[src/rtl/imem_arbiter.sv]
// imem_arbiter: shares the single-port instruction memory between the IF-stage
// fetch path and the program-loader write port. One access is granted per cycle.
// By default the loader has strict priority. Fetch data returns one cycle after
// the grant, and a flush turns it into a NOP bubble.
// Optional build macro IMEM_ARB_FAIRNESS_EN adds a burst counter. It grants
// fetch after MAX_BURST loader wins while fetch waits.
module imem_arbiter #(
  parameter int unsigned ADDR_W    = 6,
  parameter int unsigned MAX_BURST = 4
) (
  input  logic              clk_i,
  input  logic              rst_ni,
  input  logic              f_req_i,
  input  logic [31:0]       f_addr_i,
  input  logic              f_flush_i,
  output logic              f_gnt_o,
  output logic              f_stall_o,
  output logic              f_valid_o,
  output logic [31:0]       f_rdata_o,
  input  logic              l_req_i,
  input  logic [31:0]       l_addr_i,
  input  logic [31:0]       l_wdata_i,
  output logic              l_gnt_o,
  output logic              mem_en_o,
  output logic              mem_we_o,
  output logic [ADDR_W-1:0] mem_addr_o,
  output logic [31:0]       mem_wdata_o,
  input  logic [31:0]       mem_rdata_i
);

  localparam logic [31:0] Nop = 32'h0000_0013;

  typedef enum logic [1:0] {StIdle, StFetch, StLoad} state_e;

  state_e state_q, state_d;
  logic   f_gnt, l_gnt, burst_full;

  // Byte offset and bits beyond the memory depth are deliberately ignored.
  logic unused_addr_bits;
  assign unused_addr_bits = ^{f_addr_i[31:ADDR_W+2], f_addr_i[1:0],
                              l_addr_i[31:ADDR_W+2], l_addr_i[1:0]};

`ifdef IMEM_ARB_FAIRNESS_EN
  logic [3:0] burst_cnt_q, burst_cnt_d;

  assign burst_full = (burst_cnt_q == 4'(MAX_BURST));

  // Count loader wins while fetch is waiting; any fetch grant or idle fetch clears.
  always_comb begin
    burst_cnt_d = burst_cnt_q;
    if (!f_req_i || f_gnt) begin
      burst_cnt_d = 4'd0;
    end else if (l_gnt) begin
      burst_cnt_d = burst_cnt_q + 4'd1;
    end
  end

  // Burst counter register.
  always_ff @(posedge clk_i or negedge rst_ni) begin
    if (!rst_ni) begin
      burst_cnt_q <= 4'd0;
    end else begin
      burst_cnt_q <= burst_cnt_d;
    end
  end
`else
  logic [3:0] unused_max_burst;
  assign unused_max_burst = 4'(MAX_BURST);
  assign burst_full       = 1'b0;
`endif

  // Grant decode; everything is forced quiet while reset is held.
  always_comb begin
    f_gnt = 1'b0;
    l_gnt = 1'b0;
    if (rst_ni) begin
      f_gnt = f_req_i & (~l_req_i | burst_full);
      l_gnt = l_req_i & ~f_gnt;
    end
  end

  // State register.
  always_ff @(posedge clk_i or negedge rst_ni) begin
    if (!rst_ni) begin
      state_q <= StIdle;
    end else begin
      state_q <= state_d;
    end
  end

  // Next state records what was granted this cycle; a flushed fetch leaves nothing pending.
  always_comb begin
    state_d = StIdle;
    if (f_gnt && !f_flush_i) begin
      state_d = StFetch;
    end else if (l_gnt) begin
      state_d = StLoad;
    end
  end

  // Outputs: memory drive from this cycle's grant, fetch response from last cycle's state.
  always_comb begin
    f_gnt_o     = f_gnt;
    l_gnt_o     = l_gnt;
    f_stall_o   = rst_ni & f_req_i & ~f_gnt;
    f_valid_o   = rst_ni & (state_q == StFetch) & ~f_flush_i;
    f_rdata_o   = f_valid_o ? mem_rdata_i : Nop;
    mem_en_o    = 1'b0;
    mem_we_o    = 1'b0;
    mem_addr_o  = '0;
    mem_wdata_o = '0;
    if (f_gnt) begin
      mem_en_o   = 1'b1;
      mem_addr_o = f_addr_i[ADDR_W+1:2];
    end else if (l_gnt) begin
      mem_en_o    = 1'b1;
      mem_we_o    = 1'b1;
      mem_addr_o  = l_addr_i[ADDR_W+1:2];
      mem_wdata_o = l_wdata_i;
    end
  end

endmodule

[config.mk]
export PLATFORM = sky130hd
export DESIGN_NAME = imem_arbiter
export DESIGN_NICKNAME = d
export VERILOG_FILES = /design/src/rtl/imem_arbiter.sv
export SDC_FILE = /design/constraint.sdc
export NUM_CORES = 1
export LEC_CHECK = 0
export BUFFER_PORTS_ARGS = -buffer_cell sky130_fd_sc_hd__buf_2
export CAP_MARGIN = 30
export CORE_AREA = 2 2 80 82
export CTS_CLUSTER_SIZE = 14
export DETAILED_ROUTE_END_ITERATION = 7
export DIE_AREA = 0 0 82 84
export PLACE_DENSITY = 0.56
export SYNTH_ARGS = -nofsm -noshare
export SYNTH_HDL_FRONTEND = slang
export SYNTH_SLANG_ARGS = --single-unit
export TNS_END_PERCENT = 1
[constraint.sdc]
create_clock -name clk_i -period 1.5 [get_ports clk_i]
set_input_delay 0.075 -clock clk_i [delete_from_list [all_inputs] [get_ports clk_i]]
set_output_delay 0.075 -clock clk_i [all_outputs]
set_load 0.02 [all_outputs]
==> flow_summary_export.csv <==
group,metric,value,unit
power_and_ir_drop,ir_drop,0.266,mV
critical_path,critPathRequiredTime,1.42,ns
synth,synth-seq-cells,2,
clock_tree,htreeDepth,1,
final_layout,fin_area,1570,sq um
floorplanning,rows,29,
critical_path,max_stage_delay,0.45,ns
hold_path,min_to,"state_q[0]",
routing,via_count,1279,
routing,vias_per_cell,3.91,
critical_path,cp_num_buf_inv,1,
routing,wire_per_inst,10.8,microns
clock_tree,clk_pin_slew,0.03,ns
power_and_ir_drop,total_power,578,uW
routing,ant_nets,0,
power_and_ir_drop,p_per_area,369,nW/um^2
hold_path,min_path_type,"in -> reg",
synth,synth-seq-area-share,0.0769,
place,gp_routability_congestion,0.642,
global_route,grt_pass1_vias,1194,
critical_path,cp.arrival,1.36,ns
timing,hold_viol,0,
timing,setup_ws,0.0665,ns
clock_tree,cts_tree,"yes",
place,dpl_worst_slack,0.259,ns
timing,setup_viol,0,
floorplanning,core-area,6100,sq um
critical_path,slowest_stage,"and4bb_4",
power_and_ir_drop,p_leak,0.00109,uW
routing,drt_iter0_drc,37,
timing,fin_crit,1.43,ns
clock_tree,cts_buffers,3,
timing,tns,0,ns
floorplanning,initial_core_util,0.107,
synth,syn_area,651,sq um
run_status,outcome,"finished, final reports clean",
global_route,antenna_found_initial,0,
clock_tree,cts_sinks,2,
place,dpl-instance-area,1490,sq um
final_layout,drive_above_1_share,0.656,
critical_path,crit_path_cell_trace,"and4bb_4 -> and2_1 -> buf_2",
floorplanning,die_area,6890,sq um
synth,synth_cell_types,17,
synth,syn_inst,98,
global_route,grt_overflow,0,
synth,avgSynthCellArea,6.64,sq um
final_layout,syn_to_final_growth,141,%
global_route,grt_max_degree,34,
clock_tree,clock_path_buffers,2,
place,hpwl,2.78,mm
synth,synth_nets,231,
final_layout,nets,385,
clock_tree,cts_root_buffer,"clkbuf_8",
timing,slew_headroom,0.768,
timing,tightest_slew,0.348,ns
floorplanning,dieHeight,84,microns
global_route,grt_pass1_wl,4.84,mm
final_layout,max_flop_register,"state_q",
routing,wirelength,3.53,mm
critical_path,criticalPathCategory,"reg -> out",
place,portBuffers,156,
routing,dr.pass1.iters,2,
floorplanning,chipWidth,82,microns
timing,period_share,0.956,
final_layout,largest_register_ffs,2,
critical_path,crit_fanout,16,
job,maxCapViolCount,0,
routing,drc,0,
synth,ys_warn_count,0,
timing,report.final.slew_viol_count,0,
final_layout,final_util,0.257,
final_layout,diodes,0,
critical_path,crit_path_end_kind,"output pin",
final_layout,reg.largest.list,"state_q (2)",
timing,fmax,698,MHz
hold_path,min_from,"f_flush_i",
hold_path,whs_path_depth,2,
global_route,grt_usage,0.0861,
critical_path,start_kind,"flop",
floorplanning,pin_count,209,
critical_path,crit_family,"simple AND/OR/NAND/NOR gates",
routing by layer:
| metal | vias to the layer above | wire [microns] | global-route usage |
|---|---|---|---|
| li1 | 643 | - | - |
| met1 | 552 | 1480 | 0.0920 |
| met2 | 84 | 1700 | 0.169 |
| met3 | 0 | 345 | 0.0141 |
| met4 | 0 | 0 | 0.0197 |
| met5 | - | 0 | 0 |
worst max-delay path by stage:
stage	startpoint	endpoint	slack, ns	cells past startpoint
5_1_grt	state_q[1]	f_rdata_o[5]	-0.006	3
4_1_cts	state_q[1]	f_rdata_o[31]	0.04	3
2_1_floorplan	state_q[1]	f_rdata_o[22]	0.36	3
3_3_place_gp	state_q[1]	f_rdata_o[19]	0.28	3
3_5_place_dp	state_q[1]	f_rdata_o[19]	0.26	3
6_report	state_q[1]	f_rdata_o[23]	0.07	3
synth_stat cells:
master	n	area [sq um]
and3_1	33	206
and2_1	32	200
clkbuf_1	6	22.5
nand2b_1	5	31.3
a32o_1	4	40.0
buf_4	3	22.5
buf_2	2	10.0
dfrtp_1	2	50.1
nand3_1	2	10.0
o21ai_0	2	10.0
and4bb_4	1	16.3
clkbuf_2	1	5.00
nand2_1	1	3.75
nor2_1	1	3.75
nor2b_1	1	6.26
nor3_1	1	5.00
o21a_1	1	7.51
kinds of logic (layout without fill, tap and decap cells):
group / count (synthesis) / count (layout) / synth area share
buffers and inverters: 12 / 163 / 0.0923
and+or+nand+nor: 77 / 78 / 0.742
AOI/OAI and AO/OA: 7 / 7 / 0.0885
DFF: 2 / 2 / 0.0769
timing repair:
item | in CTS | in global routing
endpoints found under the hold margin | 2 | 0
gates resized for setup | 0 | 4
setup endpoints to repair | 0 | 29
hold buffers | 1 | 0
buffers inserted | 0 | 0
power breakdown:
part | switching [uW] | total, uW | leakage, uW | internal [uW]
logic | 162 | 310 | 0.00105 | 149
registers | 1.63 | 58.1 | 0.0000266 | 56.5
clock network | 39.9 | 209 | 0.0000216 | 169
through the flow:
stage / cells / hold WS [ns]
global route: 327 / 0.0755
global placement: 322 / -0.0466
floorplan: 98 / -0.221
detailed placement: 322 / -0.0421
finish: 327 / 0.0781
CTS: 326 / 0.0352
layout by cell type (no fill, tap or decap), drive strengths merged:
master and count:
o21ai 2, and2 32, nor2b 1, nand2b 5, nand3 2, and3 33
buf 159, o21a 1, dlygate4sd3 1, nor3 1, nand2 1, nor2 1
a32o 4, dfrtp 2, clkbuf 3, and4bb 2
final cells by class:
cell class	instances	area, sq um
repair buffers	160	821
well taps	77	96.3
clock buffers	3	41.3
fillers	710	4530
multi-input cells	85	557
flip-flops and latches	2	50.0
No activity file was read; power rests on OpenSTA's default activity.
